<file path="config.mk">
export PLATFORM = sky130hd
export DESIGN_NAME = alu_pipe_reg
export DESIGN_NICKNAME = d
export VERILOG_FILES = /design/src/rtl/alu_pkg.sv /design/src/rtl/alu_core.sv /design/src/rtl/alu_pipe_reg.sv
export SDC_FILE = /design/constraint.sdc
export NUM_CORES = 1
export LEC_CHECK = 0
export CAP_MARGIN = 10
export CORE_UTILIZATION = 55
export CTS_CLUSTER_DIAMETER = 120
export DETAILED_ROUTE_END_ITERATION = 7
export DONT_BUFFER_PORTS = 1
export PLACE_DENSITY = 0.82
export SETUP_SLACK_MARGIN = 0.4
export SYNTH_ARGS = -nofsm -noshare
export SYNTH_HDL_FRONTEND = slang
export SYNTH_SLANG_ARGS = --single-unit
</file>
<file path="constraint.sdc">
create_clock -name clk -period 3 [get_ports clk]
set_clock_uncertainty 0.2 [all_clocks]
set_input_delay 0.6 -clock clk [delete_from_list [all_inputs] [get_ports clk]]
set_output_delay 0.6 -clock clk [all_outputs]
set_load 0.05 [all_outputs]
</file>
<file path="src/rtl/alu_pkg.sv">
// Shared opcode definitions for the pipelined ALU.
package alu_pkg;

    typedef logic [2:0] opcode_t;

    localparam opcode_t OP_ADD  = 3'b000;
    localparam opcode_t OP_SUB  = 3'b001;
    localparam opcode_t OP_AND  = 3'b010;
    localparam opcode_t OP_OR   = 3'b011;
    localparam opcode_t OP_XOR  = 3'b100;
    localparam opcode_t OP_ACC  = 3'b101;
    localparam opcode_t OP_CLR  = 3'b110;
    localparam opcode_t OP_PASS = 3'b111;

endpackage

</file>
<file path="src/rtl/alu_core.sv">
// Combinational ALU datapath; saturating arithmetic is built when ALU_SAT_EN is defined.
module alu_core
    import alu_pkg::*;
#(
    parameter int N = 4
) (
    input  logic [N-1:0] a,
    input  logic [N-1:0] b,
    input  logic [2:0]   op,
    input  logic [N-1:0] acc,
    output logic [N-1:0] result,
    output logic         carry,
    output logic         ovf,
    output logic         acc_we
);

    logic [N-1:0] lhs_s;
    logic [N-1:0] rhs_s;
    logic [N:0]   add_full_s;
    logic [N:0]   sub_full_s;
    logic         add_ovf_s;
    logic         sub_ovf_s;
    logic [N-1:0] raw_s;
    logic [N-1:0] sat_val_s;
    opcode_t      op_s;

    assign op_s = opcode_t'(op);

    // ACC adds in0 onto the accumulator, so acc takes the operand-A role there.
    always_comb begin
        lhs_s      = (op_s == OP_ACC) ? acc : a;
        rhs_s      = (op_s == OP_ACC) ? a : b;
        add_full_s = {1'b0, lhs_s} + {1'b0, rhs_s};
        sub_full_s = {1'b0, a} - {1'b0, b};
        add_ovf_s  = (lhs_s[N-1] == rhs_s[N-1]) && (add_full_s[N-1] != lhs_s[N-1]);
        sub_ovf_s  = (a[N-1] != b[N-1]) && (sub_full_s[N-1] != a[N-1]);
        // Overflow direction always follows the sign of operand A.
        sat_val_s  = lhs_s[N-1] ? {1'b1, {(N-1){1'b0}}} : {1'b0, {(N-1){1'b1}}};
    end

    // Opcode decode: raw result, flags and accumulator write enable.
    always_comb begin
        raw_s  = {N{1'b0}};
        carry  = 1'b0;
        ovf    = 1'b0;
        acc_we = 1'b0;
        case (op_s)
            OP_ADD: begin
                raw_s = add_full_s[N-1:0];
                carry = add_full_s[N];
                ovf   = add_ovf_s;
            end
            OP_SUB: begin
                raw_s = sub_full_s[N-1:0];
                carry = sub_full_s[N];
                ovf   = sub_ovf_s;
            end
            OP_AND:  raw_s = a & b;
            OP_OR:   raw_s = a | b;
            OP_XOR:  raw_s = a ^ b;
            OP_ACC: begin
                raw_s  = add_full_s[N-1:0];
                carry  = add_full_s[N];
                ovf    = add_ovf_s;
                acc_we = 1'b1;
            end
            OP_CLR: begin
                raw_s  = {N{1'b0}};
                acc_we = 1'b1;
            end
            OP_PASS: raw_s = a;
            default: raw_s = {N{1'b0}};
        endcase
    end

    // Final result; only ADD/SUB/ACC can raise ovf, so saturation touches nothing else.
    always_comb begin
`ifdef ALU_SAT_EN
        if (ovf) begin
            result = sat_val_s;
        end else begin
            result = raw_s;
        end
`else
        result = raw_s;
`endif
    end

endmodule

</file>
<file path="src/rtl/alu_pipe_reg.sv">
// Two-stage pipelined ALU with valid qualifier, flags and accumulator.
// Optional build macro ALU_SAT_EN selects saturating ADD/SUB/ACC in alu_core.
module alu_pipe_reg
    import alu_pkg::*;
#(
    parameter int N = 4
) (
    input  logic         clk,
    input  logic         rst,
    input  logic         in_valid,
    input  logic [2:0]   op,
    input  logic [N-1:0] in0,
    input  logic [N-1:0] in1,
    output logic [N-1:0] out,
    output logic         out_valid,
    output logic         carry,
    output logic         zero,
    output logic         ovf
);

    logic         s1_valid_r;
    logic [2:0]   s1_op_r;
    logic [N-1:0] s1_a_r;
    logic [N-1:0] s1_b_r;
    logic [N-1:0] acc_r;

    logic [N-1:0] result_s;
    logic         carry_s;
    logic         ovf_s;
    logic         acc_we_s;

    // Stage 1: capture operands, opcode and valid every cycle.
    always_ff @(posedge clk or posedge rst) begin
        if (rst) begin
            s1_valid_r <= 1'b0;
            s1_op_r    <= 3'b000;
            s1_a_r     <= {N{1'b0}};
            s1_b_r     <= {N{1'b0}};
        end else begin
            s1_valid_r <= in_valid;
            s1_op_r    <= op;
            s1_a_r     <= in0;
            s1_b_r     <= in1;
        end
    end

    alu_core #(.N(N)) u_core (
        .a      (s1_a_r),
        .b      (s1_b_r),
        .op     (s1_op_r),
        .acc    (acc_r),
        .result (result_s),
        .carry  (carry_s),
        .ovf    (ovf_s),
        .acc_we (acc_we_s)
    );

    // Stage 2: register result and flags; bubbles hold everything but out_valid.
    always_ff @(posedge clk or posedge rst) begin
        if (rst) begin
            out       <= {N{1'b0}};
            out_valid <= 1'b0;
            carry     <= 1'b0;
            zero      <= 1'b0;
            ovf       <= 1'b0;
        end else if (s1_valid_r) begin
            out       <= result_s;
            out_valid <= 1'b1;
            carry     <= carry_s;
            zero      <= (result_s == {N{1'b0}});
            ovf       <= ovf_s;
        end else begin
            out_valid <= 1'b0;
        end
    end

    // Accumulator; written in the same edge as out so back-to-back ACCs chain.
    always_ff @(posedge clk or posedge rst) begin
        if (rst) begin
            acc_r <= {N{1'b0}};
        end else if (s1_valid_r && acc_we_s) begin
            acc_r <= result_s;
        end else begin
            acc_r <= acc_r;
        end
    end

endmodule

</file>
==> results of run 1 <==
-- per-stage QoR --
| stage | total power, uW | std cells | area (um2) |
|---|---|---|---|
| after floorplan | 592 | 150 | 1590 |
| after global placement | 622 | 178 | 1600 |
| after detailed placement | 632 | 178 | 1600 |
| after CTS | 813 | 185 | 1710 |
| after global routing | 864 | 185 | 1730 |
| final | 826 | 185 | 1730 |
-- cell usage in the layout (no fill, tap or decap), types with 2 or more instances in the layout --
cell / count
mux2_4: 2
mux2_2: 6
o21ai_2: 2
inv_2: 2
a21oi_1: 8
a21oi_2: 2
buf_4: 6
o21ai_0: 6
nor2_1: 8
ha_1: 15
inv_1: 14
a31oi_1: 2
xor2_1: 2
nand2b_1: 2
nand2_1: 10
dfrtp_1: 24
nand3_1: 2
clkbuf_4: 3
xnor2_1: 4
-- Yosys cell counts, types with 2 or more instances --
cell type   n  share of area (%)
ha_1       16                 13
nand2b_1    2               0.81
fa_1        2                2.6
nand3_1     2               0.64
a211oi_1    3                1.4
nand2_1    11                2.7
dfrtp_1    24                 39
nor2_1      8                1.9
a21oi_1    10                3.2
mux2_2      7                5.1
buf_4       2               0.97
clkbuf_1    2               0.48
inv_1      14                3.4
inv_2       2               0.48
a31oi_1     2               0.81
xor2_1      2                1.1
o21ai_0     9                2.9
xnor2_1     5                2.8
-- what timing repair did --
item / in CTS / in global routing
setup buffers: 3 / 0
endpoints found under the setup margin: 6 / 6
resized for setup: 10 / 5
pin swaps: 0 / 3
-- registers in the layout, indices dropped and copies added, names as in the netlist --
| signal | count |
|---|---|
| carry | 1 |
| s1_b_r | 4 |
| s1_op_r | 3 |
| out_valid | 1 |
| ovf | 1 |
| s1_valid_r | 1 |
| acc_r | 4 |
| s1_a_r | 4 |
| out | 4 |
| zero | 1 |
-- routing by layer --
layer,global-route usage [%],vias up
li1,-,534
met4,5.00,0
met1,31.7,558
met2,39.4,42
met3,3.28,3
met5,0,-
-- cells by family (layout without fill, tap and decap cells) --
group	count (synthesis)	after routing	synth area share (%)
AO/OA/AOI/OAI	38	38	17.9
AND/OR/NAND/NOR	31	31	10.3
flip-flops	24	24	38.6
buffers and inverters	22	27	6.36
adder cells (fa/ha/maj)	19	19	16.2
multiplexers	9	9	6.68
XOR/XNOR	7	7	3.95
-- worst max-delay path, delay by kind of cell (launching register included) --
family | cells | cell delay [ns]
DFF | 1 | 0.39
and+or+nand+nor | 2 | 0.27
AOI/OAI and AO/OA | 1 | 0.30
adders and majority gates | 3 | 0.88
muxes | 2 | 0.59
-- worst paths after layout --
kind,start,endpoint,slack [ns],cells past startpoint
hold / removal,in1[2],s1_b_r[2],0.09,0
max in group asynchronous,rst,out[1],1.95,1
setup reg to reg,s1_op_r[1],acc_r[1],0.27,8
hold reg to reg,acc_r[3],acc_r[3],0.33,1
setup / recovery,s1_op_r[1],acc_r[1],0.27,8
min in group asynchronous,rst,zero,0.12,1
-- area by class of cell --
cell class                 instances  area [um2]
fill                             181         842
clock buffer                       4        36.3
sequential                        24         601
timing repair buffer               7        56.3
inverter                          16        60.1
multi-input combinational        104         935
tap                               30        37.5
-- power groups by stage --
stage	Sequential, uW	Clock (uW)	Combinational [uW]
finish	438	168	220
global route	443	180	240
CTS	438	169	206
detailed placement	444	0	188
global placement	443	0	179
floorplan	435	0	158
==> run summary, run 1 <==
status: completed
vias in the first global route: 1063
leakage: 0.000800 uW
Met1 Routed Length: 1340 um
final max-slew violation count: 0
worst-path cell chain: nand3b_4, mux2_4, ha_4, fa_2, maj3_2, a221oi_2, nor2_1, mux2_2
WHS: 0.0867 ns
Worst Path Arrival: 2.75 ns
# diodes: 0
period utilization: 91.1%
post-synthesis cell count: 150
area grow syn2layout: 11.0%
crit start category: flip-flop
sw frac: 35.4%
P_sw: 293 uW
Final TNS setup: 0 ns
initial cell density of the core: 60.5%
DRC viols: 0
Wirelength per Cell: 17.1 um
Layout Nets: 188
Max stage delay cell, worst path: fa_2
Async S/R FF share, synth: 100%
min-delay worst type: input port to flip-flop
sequential area share after synthesis: 38.6%
grt ovf: 0
final core occ: 67.2%
Comb pwr share: 26.6%
syn nets: 182
pre-CTS WS: 0.134 ns
Via density: 6.15
Mapped Area: 1550 um2
Die Area: 3040 um2
max cap viols: 0
Post-Syn Area per Cell: 10.4 um2
CTS tree: built
Synth Register Bits: 24
worst slew pin tran: 0.853 ns
met2 WL: 1570 um
Core Area: 2570 um2
min cycle time layout: 2.73 ns
H-tree levels: 1
routed wl met3: 222 um
largest net degree at the start of global routing: 25
die height: 55.2 um
Synthesis Warnings: 0
clk slew on worst S/H paths: 0.12 ns
Flop pwr share: 53.0%
layout cells sized above 1: 25.8%
dominant synthesized flop cell: dfrtp_1
Buffers on Ports: 0
clock tree sinks: 24
Total Routing Usage GR: 23.3%
final setup vio count: 0
CP Max Fanout: 4
Pwr Density: 479 nW/um2
CTS Root Cell: clkbuf_4
drt pass-1 iters: 4
# hold bufs at CTS: 0
Distinct cells, synth: 45
routed vias: 1137
CTS Buffer Depth: 2
CTS buffer count: 3
clock latency on the worst-skew pair: 0.32 ns
Post-synth EDFFs: 0
DP Wirelength: 2270 um
Top Layer Used: met4
Clock Power Share: 20.3%
Largest stage delay, worst path: 0.41 ns
Cell Int Power: 534 uW
routability-driven placement congestion ratio: 0.863
Setup crit end kind: flip-flop
worst path required time: 3.02 ns
Total Routed Length: 3170 um
die width: 55.2 um
fmax: 366 MHz
antenna violations before repair: 0
post-route antenna net violation count: 0
RSZ-0062 raised after global routing: true
final setup margin: 0.267 ns
first-pass GRT wire length: 4880 um
I/O Pins: 22
cell row count: 18
Max-slew headroom: 43.1%
kind of critical path: flip-flop to flip-flop
VDD IR max: 0.456 mV
Fin. Hold Viols: 0
initial drt markers: 43
(Power assumes the default switching activity.)
==> inputs of run 2 (changes only) <==
--- a/config.mk
+++ b/config.mk
@@ -8,6 +8,7 @@
 export CAP_MARGIN = 10
 export CORE_UTILIZATION = 55
 export CTS_CLUSTER_DIAMETER = 120
+export CTS_CLUSTER_SIZE = 25
 export DETAILED_ROUTE_END_ITERATION = 7
 export DONT_BUFFER_PORTS = 1
 export PLACE_DENSITY = 0.82
==> results of run 2 <==
No change in the layout: final DEF, timing and power equal those of run 1.
==> inputs of run 3 (changes only) <==
--- a/config.mk
+++ b/config.mk
@@ -6,6 +6,7 @@
 export NUM_CORES = 1
 export LEC_CHECK = 0
 export CAP_MARGIN = 10
+export CORE_MARGIN = 2
 export CORE_UTILIZATION = 55
 export CTS_CLUSTER_DIAMETER = 120
 export CTS_CLUSTER_SIZE = 25
==> run 3 against run 2 <==
  * Maximum frequency decreased by 1.4%
  * Total power down 0.80%
  * Flip-flop and latch count is the same
  * Via count is 0.35% higher
  * Critical endpoint is now zero
  * Global-route usage fell by 1.6 points
  * Sequential share of layout area rose by 0.20 points
  * Wire length is 4.6% higher
  * Utilization decreased by 3.9 points
  * Register-to-register slack lost 0.04 ns
  * Sequential power barely moved
  * Critical path type unchanged
==> run summary, run 3 (synthesized netlist as in run 1, its figures left out) <==
leakage: 0.000799 uW (-0.13%)
Wirelength per Cell: 17.8 um (+4.0%)
H-tree levels: 1 (unchanged)
initial cell density of the core: 57.3% (-3.2 points)
Die Area: 3270 um2 (+7.4%)
DRC viols: 0 (unchanged)
Fin. Hold Viols: 0 (unchanged)
R2R cell count: 9 (+1)
final max-slew violation count: 0 (unchanged)
Worst Path Arrival: 2.82 ns (+0.07 ns)
die width: 57.2 um (+3.6%)
post-route antenna net violation count: 0 (unchanged)
Total Routing Usage GR: 21.7% (-1.6 points)
I/O Pins: 22 (unchanged)
Pwr Density: 478 nW/um2 (-0.22%)
routability-driven placement congestion ratio: 0.828 (-4.1%)
worst path required time: 3.05 ns (+0.03 ns)
Final TNS setup: 0 ns (unchanged)
clock latency on the worst-skew pair: 0.31 ns (about the same)
Setup crit end kind: flip-flop
Hold Path Sink: s1_a_r[1]
CTS Buffer Depth: 2 (unchanged)
layout cells sized above 1: 24.5% (-1.3 points)
grt ovf: 0 (unchanged)
CTS tree: built
vias in the first global route: 1163 (+9.4%)
Largest stage delay, worst path: 0.42 ns (about the same)
Total Routed Length: 3310 um (+4.6%)
Via density: 6.13 (-0.19%)
VDD IR max: 0.494 mV (+8.3%)
r2r endpoint: zero
setup slack, reg-to-reg: 0.23 ns (-0.04 ns)
CTS buffer count: 3 (unchanged)
initial drt markers: 54 (+26%)
Buffers on Ports: 0 (unchanged)
routed vias: 1141 (+0.35%)
period utilization: 92.4% (+1.2 points)
RSZ-0062 raised after global routing: true
final core occ: 63.3% (-3.9 points)
clock tree sinks: 24 (unchanged)
largest net degree at the start of global routing: 25 (unchanged)
commonest non-fill, non-tap cell in the layout: dfrtp_1
HP Start: in0[1]
drt pass-1 iters: 5 (+1)
crit start category: flip-flop
PnR Total Power: 820 uW (-0.80%)
fmax: 361 MHz (-1.4%)
first-pass GRT wire length: 5390 um (+10%)
Area after DPL: 1610 um2 (+0.55%)
status: completed
Max stage delay cell, worst path: fa_2
WHS: 0.100 ns (+0.0134 ns)
worst-path cell chain: nand3b_4, buf_4, o21ai_4, ha_4, fa_2, maj3_2, a221oi_4, o221a_1, a32o_1
cell row count: 19 (+1)
CTS Root Cell: clkbuf_4
DP Wirelength: 2400 um (+5.8%)
final setup vio count: 0 (unchanged)
cell area after layout: 1720 um2 (-0.58%)
Worst Hold Depth: 0 (unchanged)
Max-slew headroom: 43.1% (+0.059 points)
# diodes: 0 (unchanged)
kind of critical path: flip-flop to flip-flop
worst slew pin tran: 0.852 ns (-0.000887 ns)
Core Area: 2710 um2 (+5.6%)
min cycle time layout: 2.77 ns (+0.0375 ns)
RR Startpoint: s1_op_r[1]
clk slew on worst S/H paths: 0.12 ns (about the same)
antenna violations before repair: 0 (unchanged)
leading cell types in the layout, fill and taps excluded: dfrtp_1 (24), ha_1 (15), inv_1 (14)
CP Max Fanout: 4 (unchanged)
max cap viols: 0 (unchanged)
die height: 57.2 um (+3.6%)
Layout Nets: 188 (unchanged)
area grow syn2layout: 10.4%
min-delay worst type: input port to flip-flop
# hold bufs at CTS: 0 (unchanged)
==> run 3: power breakdown <==
| group | internal (uW) | switching, uW |
|---|---|---|
| Combinational | 99.3 | 120 |
| Clock | 74.1 | 88.0 |
| Sequential | 360 | 78.8 |
==> run 3: worst max-delay path: cells and delay by family, from the launching register on <==
family	cells	cell delay, ns
adders and majority gates	3	0.92
and+or+nand+nor	1	0.18
buffers and inverters	1	0.17
AOI/OAI and AO/OA	4	0.84
DFF	1	0.40
==> run 3: metal layers <==
metal | share of wire [%] | up-vias | global-route usage [%]
li1 | - | 529 | -
met1 | 40 | 550 | 25.7
met2 | 51 | 55 | 36.3
met3 | 5.9 | 7 | 4.31
met4 | 2.7 | 0 | 13.0
met5 | 0 | - | 0
==> run 3: worst max path at each step <==
stage          startpoint       end  slack, ns
2_1_floorplan  s1_op_r[1]  acc_r[1]       0.24
3_3_place_gp   s1_op_r[1]  acc_r[2]       0.29
3_5_place_dp   s1_op_r[1]  acc_r[1]       0.22
4_1_cts        s1_op_r[1]  acc_r[1]       0.24
5_1_grt        s1_op_r[1]      zero       0.14
6_report       s1_op_r[1]      zero       0.23
==> run 3: timing repair <==
action                                  4_1_cts  5_1_grt
resized for setup                             4        8
endpoints found under the setup margin        6        7
pin swaps                                     4        5
setup buffers                                 2        0
hold endpoints to repair                      0        0
==> run 3: stage by stage <==
step	worst slack [ns]	std cells
global route	0.142	186
CTS	0.244	186
floorplan	0.245	150
detailed placement	0.215	180
finish	0.229	186
global placement	0.286	180
==> run 3: layout make-up <==
class | count | area [um2]
inverter | 16 | 60.1
fill | 203 | 995
multi-input combinational | 104 | 927
sequential | 24 | 601
tap | 31 | 38.8
clock buffer | 4 | 36.3
timing repair buffer | 7 | 52.6
